==> config.mk <==
export PLATFORM = sky130hd
export DESIGN_NAME = fifo_sync_param_flat
export DESIGN_NICKNAME = d
export VERILOG_FILES = /design/src/rtl/fifo_sync_param_if.sv /design/src/rtl/fifo_sync_param.sv /design/src/flat_wrapper.sv
export SDC_FILE = /design/constraint.sdc
export NUM_CORES = 1
export LEC_CHECK = 0
export ABC_AREA = 1
export CORE_MARGIN = 3
export CORE_UTILIZATION = 35
export CTS_CLUSTER_DIAMETER = 60
export DETAILED_ROUTE_END_ITERATION = 7
export SKIP_CTS_REPAIR_TIMING = 1
export SLEW_MARGIN = 0
export SYNTH_ARGS = -nofsm -noshare
export SYNTH_HDL_FRONTEND = slang
export SYNTH_SLANG_ARGS = --single-unit
==> constraint.sdc <==
create_clock -name clk -period 2.2 [get_ports clk]
set_input_delay 0.44 -clock clk [delete_from_list [all_inputs] [get_ports clk]]
set_output_delay 0.44 -clock clk [all_outputs]
set_load 0.02 [all_outputs]
==> src/rtl/fifo_sync_param_if.sv <==
// Handshake bundle between a producer/consumer and fifo_sync_param.
// The master side drives write/read requests; the slave side (the FIFO) returns data and status flags.
interface fifo_sync_param_if #(
  parameter int DATA_W = 16
);
  logic [DATA_W-1:0] fifo_data_in;
  logic              fifo_write;
  logic              fifo_read;
  logic [DATA_W-1:0] fifo_data_out;
  logic              fifo_full;
  logic              fifo_empty;
  logic              fifo_afull;
  logic              fifo_aempty;

  modport master (
    output fifo_data_in, fifo_write, fifo_read,
    input  fifo_data_out, fifo_full, fifo_empty, fifo_afull, fifo_aempty
  );

  modport slave (
    input  fifo_data_in, fifo_write, fifo_read,
    output fifo_data_out, fifo_full, fifo_empty, fifo_afull, fifo_aempty
  );
endinterface

==> src/rtl/fifo_sync_param.sv <==
// Parametrised synchronous FIFO with almost-full/almost-empty thresholds and exported pointers/count.
// Define FIFO_ERR_FLAGS_EN to build the sticky overflow/underflow error registers.
module fifo_sync_param #(
  parameter int DATA_W    = 16,
  parameter int ADDR_W    = 4,
  parameter int AFULL_TH  = 12,
  parameter int AEMPTY_TH = 4
) (
  input  logic              clk,
  input  logic              rst_,
  input  logic              err_clr,
  fifo_sync_param_if.slave  bus,
  output logic [ADDR_W-1:0] wr_ptr,
  output logic [ADDR_W-1:0] rd_ptr,
  output logic [ADDR_W:0]   cnt,
  output logic              fifo_overflow,
  output logic              fifo_underflow
);

  localparam int              DEPTH    = 1 << ADDR_W;
  localparam logic [ADDR_W:0] DEPTH_C  = (ADDR_W+1)'(DEPTH);
  localparam logic [ADDR_W:0] AFULL_C  = (ADDR_W+1)'(AFULL_TH);
  localparam logic [ADDR_W:0] AEMPTY_C = (ADDR_W+1)'(AEMPTY_TH);

  logic [DATA_W-1:0] mem_q [DEPTH];

  logic [ADDR_W-1:0] wr_ptr_q, wr_ptr_d;
  logic [ADDR_W-1:0] rd_ptr_q, rd_ptr_d;
  logic [ADDR_W:0]   cnt_q, cnt_d;
  logic [DATA_W-1:0] data_out_q, data_out_d;

  logic full;
  logic empty;
  logic rd_ok;
  logic wr_ok;

  // Flags decode only the registered count, so no input reaches them combinationally.
  assign full  = (cnt_q == DEPTH_C);
  assign empty = (cnt_q == '0);

  always_comb begin
    rd_ok      = bus.fifo_read && !empty;
    wr_ok      = bus.fifo_write && (!full || rd_ok);
    wr_ptr_d   = wr_ptr_q;
    rd_ptr_d   = rd_ptr_q;
    cnt_d      = cnt_q;
    data_out_d = data_out_q;

    if (wr_ok) begin
      wr_ptr_d = wr_ptr_q + 1'b1;
    end
    if (rd_ok) begin
      rd_ptr_d   = rd_ptr_q + 1'b1;
      data_out_d = mem_q[rd_ptr_q];
    end

    case ({wr_ok, rd_ok})
      2'b10:   cnt_d = cnt_q + 1'b1;
      2'b01:   cnt_d = cnt_q - 1'b1;
      default: cnt_d = cnt_q;
    endcase
  end

  always_ff @(posedge clk or negedge rst_) begin
    if (!rst_) begin
      wr_ptr_q   <= '0;
      rd_ptr_q   <= '0;
      cnt_q      <= '0;
      data_out_q <= '0;
    end else begin
      wr_ptr_q   <= wr_ptr_d;
      rd_ptr_q   <= rd_ptr_d;
      cnt_q      <= cnt_d;
      data_out_q <= data_out_d;
    end
  end

  // Storage is deliberately left out of reset; stale words are unreachable until rewritten.
  always_ff @(posedge clk) begin
    if (wr_ok) begin
      mem_q[wr_ptr_q] <= bus.fifo_data_in;
    end
  end

`ifdef FIFO_ERR_FLAGS_EN
  logic overflow_q, overflow_d;
  logic underflow_q, underflow_d;

  // A new event wins over a same-cycle clear so no error is ever lost.
  always_comb begin
    overflow_d  = overflow_q;
    underflow_d = underflow_q;
    if (err_clr) begin
      overflow_d  = 1'b0;
      underflow_d = 1'b0;
    end
    if (bus.fifo_write && full && !bus.fifo_read) begin
      overflow_d = 1'b1;
    end
    if (bus.fifo_read && empty) begin
      underflow_d = 1'b1;
    end
  end

  always_ff @(posedge clk or negedge rst_) begin
    if (!rst_) begin
      overflow_q  <= 1'b0;
      underflow_q <= 1'b0;
    end else begin
      overflow_q  <= overflow_d;
      underflow_q <= underflow_d;
    end
  end

  assign fifo_overflow  = overflow_q;
  assign fifo_underflow = underflow_q;
`else
  logic unused_err_clr;
  assign unused_err_clr = err_clr;
  assign fifo_overflow  = 1'b0;
  assign fifo_underflow = 1'b0;
`endif

  assign wr_ptr            = wr_ptr_q;
  assign rd_ptr            = rd_ptr_q;
  assign cnt               = cnt_q;
  assign bus.fifo_data_out = data_out_q;
  assign bus.fifo_full     = full;
  assign bus.fifo_empty    = empty;
  assign bus.fifo_afull    = (cnt_q >= AFULL_C);
  assign bus.fifo_aempty   = (cnt_q <= AEMPTY_C);

endmodule

==> src/flat_wrapper.sv <==
// flat-port wrapper written by rule: the top's interface ports become plain ports
module fifo_sync_param_flat 
#(
  parameter int DATA_W    = 16,
  parameter int ADDR_W    = 4,
  parameter int AFULL_TH  = 12,
  parameter int AEMPTY_TH = 4
)
  (clk, rst_, err_clr, wr_ptr, rd_ptr, cnt, fifo_overflow, fifo_underflow, bus_fifo_data_in, bus_fifo_write, bus_fifo_read, bus_fifo_data_out, bus_fifo_full, bus_fifo_empty, bus_fifo_afull, bus_fifo_aempty);
  fifo_sync_param_if #(.DATA_W(DATA_W)) bus_i ();
  input  logic clk;
  input  logic rst_;
  input  logic err_clr;
  output logic [ADDR_W-1:0] wr_ptr;
  output logic [ADDR_W-1:0] rd_ptr;
  output logic [ADDR_W:0] cnt;
  output logic fifo_overflow;
  output logic fifo_underflow;
  input wire logic [$bits(bus_i.fifo_data_in)-1:0] bus_fifo_data_in;
  input wire logic [$bits(bus_i.fifo_write)-1:0] bus_fifo_write;
  input wire logic [$bits(bus_i.fifo_read)-1:0] bus_fifo_read;
  output wire logic [$bits(bus_i.fifo_data_out)-1:0] bus_fifo_data_out;
  output wire logic [$bits(bus_i.fifo_full)-1:0] bus_fifo_full;
  output wire logic [$bits(bus_i.fifo_empty)-1:0] bus_fifo_empty;
  output wire logic [$bits(bus_i.fifo_afull)-1:0] bus_fifo_afull;
  output wire logic [$bits(bus_i.fifo_aempty)-1:0] bus_fifo_aempty;
  assign bus_i.fifo_data_in = bus_fifo_data_in;
  assign bus_i.fifo_write = bus_fifo_write;
  assign bus_i.fifo_read = bus_fifo_read;
  assign bus_fifo_data_out = bus_i.fifo_data_out;
  assign bus_fifo_full = bus_i.fifo_full;
  assign bus_fifo_empty = bus_i.fifo_empty;
  assign bus_fifo_afull = bus_i.fifo_afull;
  assign bus_fifo_aempty = bus_i.fifo_aempty;
  fifo_sync_param #(.DATA_W(DATA_W), .ADDR_W(ADDR_W), .AFULL_TH(AFULL_TH), .AEMPTY_TH(AEMPTY_TH)) u_core (.clk(clk), .rst_(rst_), .err_clr(err_clr), .bus(bus_i), .wr_ptr(wr_ptr), .rd_ptr(rd_ptr), .cnt(cnt), .fifo_overflow(fifo_overflow), .fifo_underflow(fifo_underflow));
endmodule
; Word level (Yosys, flattened, before mapping)
; Memories as Yosys holds them, arrays and structs flattened. A register that Yosys moved wholly into a read port is not among the register bits.
; Index checks and enable logic that the tools add are counted.
[totals]
regBits = 13
ram_bits = 256
in_bits = 21
word_cells = 24
memories = 1
[memory_table]
columns = name, depth, width, rd, rd_ports_with_merged_regs, write_ports, line
row1 = u_core.mem_q, 16, 16, 1, 1, 1, fifo_sync_param.sv:25  ; logic [DATA_W-1:0] mem_q [DEPTH];
[op_classes]
add_sub_neg = 4
magnitude_cmp = 2
n_eq_ne = 3
n_mux = 3
n_reduce_logical = 8
[op_table]
columns = op, count
row1 = $pmux 5 s2, 1
row2 = $add 4x1->4 const B, 2
row3 = $add 5x1->5 const B, 1
row4 = $eq 5x5->1 const B, 1
row5 = $ge 5x4->1 const B, 1
row6 = $le 5x3->1 const B, 1
row7 = $logic_not 5->1, 1
row8 = $sub 5x1->5 const B, 1
row9 = $logic_not 1->1, 3
row10 = $eq 2x1->1 const B, 1
row11 = $eq 2x2->1 const B, 1
row12 = $logic_and 1x1->1, 2
row13 = $mux 1, 2
row14 = $reduce_bool 2->1, 1
row15 = $logic_or 1x1->1, 1

; Logic depth before layout (Yosys ltp)
[depth]
word_depth = 7
depth_mapped = 13

; Worst setup path after synthesis
; Ideal clock, no wire load.
[synth_timing]
path_type = reg-to-reg
startpoint = register u_core.cnt_q[1] (netlist: u_core.cnt[1])
endpoint = register u_core.cnt_q[4] (netlist: u_core.cnt[4])
t_arrival_ps = 2325
setup_slack_ps = -191
path_stages_with_launch = 14
cell_sequence = dfrtp_1 nor2_2 nand3_1 nor2_1 nand2_1 nand2_1 ha_1 ha_1 a21oi_1 nor2_1 nor2_1 xor2_1 nand2_1 nand2_1
[synth_via]
word_cells_on_any_way = 13
classes_between = add/sub: 2 / eq/ne: 3 / mux: 1 / reduce/logical: 7
[synth_lines]
columns = item, line
row1 = "start, declared", fifo_sync_param.sv:29  ; logic [ADDR_W:0] cnt_q, cnt_d;
row2 = "start signal, assigned", fifo_sync_param.sv:73  ; cnt_q <= cnt_d;
row3 = $eq 5x5->1 *, fifo_sync_param.sv:38  ; assign full = (cnt_q == DEPTH_C);
row4 = named net bus_fifo_full, flat_wrapper.sv:23  ; output wire logic [$bits(bus_i.fifo_full)-1:0] bus_fifo_full;
row5 = $logic_not 1->1 *, fifo_sync_param.sv:43  ; wr_ok = bus.fifo_write && (!full || rd_ok);
row6 = $logic_or 1x1->1 *, fifo_sync_param.sv:43
row7 = $logic_and 1x1->1 *, fifo_sync_param.sv:43
row8 = $eq 2x1->1 or $eq 2x2->1 (tied branches), fifo_sync_param.sv:57  ; case ({wr_ok, rd_ok})
row9 = $pmux 5 s2 or $reduce_bool 2->1 (tied branches), -
; The timed path passes the listed nets; every way through them passes the cells marked *.
; A chain may end at the register's enable or synchronous reset.

; Worst setup path after layout
[layout_timing]
startpoint = register u_core.cnt_q[0] (netlist: u_core.cnt[0])
endpoint = output port cnt[0]
[layout_lines]
columns = item, line
row1 = "end, declared", flat_wrapper.sv:16  ; output logic [ADDR_W:0] cnt;
; No word-level cell between the ends.

==> impl_metrics.csv <==
group,metric,value,unit
logic_synthesis,synthCells,1212,
worst_setup_path,critPathKind,"reg -> out",
power_and_ir_drop,seqPwrFrac,0.369,
clock_tree,root_buffer,"clkbuf_16",
power_and_ir_drop,clockPowerShare,0.255,
worst_setup_path,required,1760,ps
floorplanning,dieWidth,194,um
logic_synthesis,yosysSeqAreaShare,0.6801,
logic_synthesis,synth.area.top_cells,"edfxtp_1 62%, nand2_1 12%, nand3_1 7.9%",
grt,grt_max_degree,58,
routing,via_per_inst,4.676,
logic_synthesis,synth_top_area_frac,0.6214,
floorplanning,num_rows,68,
grt,antenna_found_initial,1,
clock_tree,cts.sinks,285,
cells_and_area,utilization,0.4286,
floorplanning,io_pins,56,
grt,grt_usage,0.1581,
worst_setup_path,critPathCaptureType,"output pin",
floorplanning,die_h,194,um
cells_and_area,final_area,14880,um^2
worst_setup_path,path_max_fanout,4,
power_and_ir_drop,p_leak,6.507,nW
floorplanning,initial_utilization,0.3564,
logic_synthesis,synth-seq-cells,285,
logic_synthesis,ys_warn_count,0,
cells_and_area,area_growth,20.28,%
logic_synthesis,synth_cell_types,25,
timing,slew-limit-headroom,0.6285,
routing,drtPass1Iterations,5,
floorplanning,die_area,37640,um^2
timing,fmax,476.8,MHz
cells_and_area,antenna_cells,0,
power_and_ir_drop,netSwitchingFraction,0.3730,
power_and_ir_drop,p_switching,7.050,mW
timing,finalCritPeriodShare,0.9534,
clock_tree,cts_tree,"yes",
timing,finalMaxSlewViolations,0,
timing,worst_slew_pin_slew,553.8,ps
timing,setup-tns-final,0,ps
timing,skew,11.84,ps
floorplanning,core,34710,um^2
power_and_ir_drop,powerDensity,1270,nW/um^2
power_and_ir_drop,finalPower,18.90,mW
routing,ant_nets,0,
clock_tree,htreeDepth,1,
clock_tree,cts.clk_slew.worst_paths,60,ps
run,maxCapViolations,0,
clock_tree,numCtsBuffers,30,
cells_and_area,nets,1351,
outcome,status,"finished clean",
power_and_ir_drop,internal-power,11.85,mW
timing,min_period,2097,ps
logic_synthesis,synth_area_leader_cell,"edfxtp_1",
routing,route.vias.total,8398,
worst_setup_path,crit_path_start_kind,"flip-flop",
placement,gp_congestion,0.8592,
placement,portBuffers,52,
worst_setup_path,crit_arrival,1660,ps
logic_synthesis,synthesis.area,12370,um^2
routing,wl_per_cell,16.77,um
timing,holdWs,295.9,ps
routing,drc,0,
placement,dp_hpwl,19670,um
power_and_ir_drop,p_comb_frac,0.377,
grt,grt_overflow,0,
clock_tree,clk_path_buf_depth,3,
cells_and_area,drive_above_1_share,0.1148,
timing,setup_viol,0,
routing,routed_wl,30130,um
timing,rsz0062_at_grt,"true",
timing,hold_viol,0,
power_and_ir_drop,peakVddDrop,0.8097,mV
placement,dpl_cell_area,13910,um^2
logic_synthesis,postSynthAreaPerCell,10.21,um^2
hold_path,hold_path_class,"in -> async",
cells_and_area,n_fill_cell,3327,
clock_tree,insertion_delay,550,ps
routing,first_iter_violations,850,
grt,grt_pass1_wl,47140,um
grt,grt_pass1_vias,8351,
## power groups by stage
stage               clock (mW)  combinational, mW  sequential [mW]
global route              5.14               7.92             7.03
CTS                       4.91               7.14             6.97
finish                    4.81               7.12             6.97
detailed placement           0               7.11             7.07
floorplan                    0               4.02             7.33
global placement             0               7.05             7.06
## worst paths after layout
path                                              from                            to  slack (ps)  cells after the start
max reg2reg                              u_core.cnt[3]            u_core.mem_q[7][7]         120                     13
min reg2reg                u_core.bus.fifo_data_out[1]   u_core.bus.fifo_data_out[1]         480                      2
max                                      u_core.cnt[0]                        cnt[0]         100                      2
max in group asynchronous                         rst_              u_core.rd_ptr[0]        1580                      2
min in group clk           u_core.bus.fifo_data_out[1]   u_core.bus.fifo_data_out[1]         480                      2
min                                               rst_  u_core.bus.fifo_data_out[10]         300                      2
## cell type report
type | instances | area, um^2 | area share
clock buffers | 45 | 868.3 | 0.05836
clock inverters | 8 | 62.56 | 0.004204
inverters | 210 | 790.8 | 0.05314
multi-input cells | 661 | 2963 | 0.1991
flip-flops and latches | 285 | 8423 | 0.5661
well taps | 455 | 569.3 | 0.03826
repair buffers | 132 | 1202 | 0.08081
## per-layer routing
layer	up-vias	routed length, um	global-route usage
met2	261	13900	0.2518
met4	0	937	0.04654
li1	4101	-	-
met3	63	1679	0.02189
met5	-	0	0
met1	3973	13610	0.2272
## worst max-delay path, stage by stage (launching register included)
cell	delay, ps
dfrtp_2	370
buf_4	140
clkdlybuf4s50_1	600
## cell usage after synthesis
| cell | count |
|---|---|
| xor2_1 | 6 |
| fa_1 | 1 |
| nand4_1 | 1 |
| ha_1 | 9 |
| nand2_2 | 2 |
| a31oi_1 | 1 |
| nand3_1 | 196 |
| o21a_1 | 1 |
| inv_2 | 2 |
| clkinv_1 | 1 |
| edfxtp_1 | 256 |
| buf_1 | 6 |
| o21ai_0 | 7 |
| nand2_1 | 407 |
| a21boi_0 | 1 |
| nor2_1 | 22 |
| conb_1 | 1 |
| a21oi_1 | 2 |
| inv_1 | 207 |
| buf_2 | 38 |
| dfrtp_1 | 29 |
| buf_4 | 5 |
| nor2_2 | 1 |
| clkbuf_1 | 8 |
| xnor2_1 | 2 |
## registers in the layout, indices dropped and copies added, names as in the netlist
| name | flops |
|---|---|
| u_core.bus.fifo_data_out | 16 |
| u_core.cnt | 5 |
| u_core.mem_q | 256 |
| u_core.rd_ptr | 4 |
| u_core.wr_ptr | 4 |
## metrics by stage
stage | cells | setup WS [ps]
finish | 1796 | 102.5
global route | 1796 | -22.59
CTS | 1795 | -245.4
detailed placement | 1742 | -162.2
global placement | 1742 | -186.9
floorplan | 1213 | -68.57
## layout by cell type, fill, tap and decap left out, types with 2 or more instances in the layout
cell type	count
nand3_1	195
clkbuf_16	31
ha_1	8
clkbuf_1	10
nor2_2	19
clkdlybuf4s50_1	46
conb_1	2
dfrtp_1	23
a21oi_1	2
inv_1	205
o21ai_0	7
nor2_1	4
dlymetal6s2s_1	6
clkbuf_8	4
edfxtp_1	256
xor2_1	6
inv_2	3
xnor2_1	2
clkinv_1	6
nand2_1	404
buf_4	74
dfrtp_2	5
nand2_2	5
buf_12	5
## cell families (layout without fill, tap and decap cells)
group / after synthesis / in the layout / synth area share
AND/OR/NAND/NOR: 629 / 629 / 0.2115
adder cells (fa/ha/maj): 10 / 10 / 0.01072
XOR/XNOR: 8 / 8 / 0.005664
flip-flops: 285 / 285 / 0.6801
other: 1 / 2 / 0.0003031
buffers and inverters: 267 / 395 / 0.08638
AO/OA/AOI/OAI: 12 / 12 / 0.005361
No activity file was read; power rests on OpenSTA's default activity.
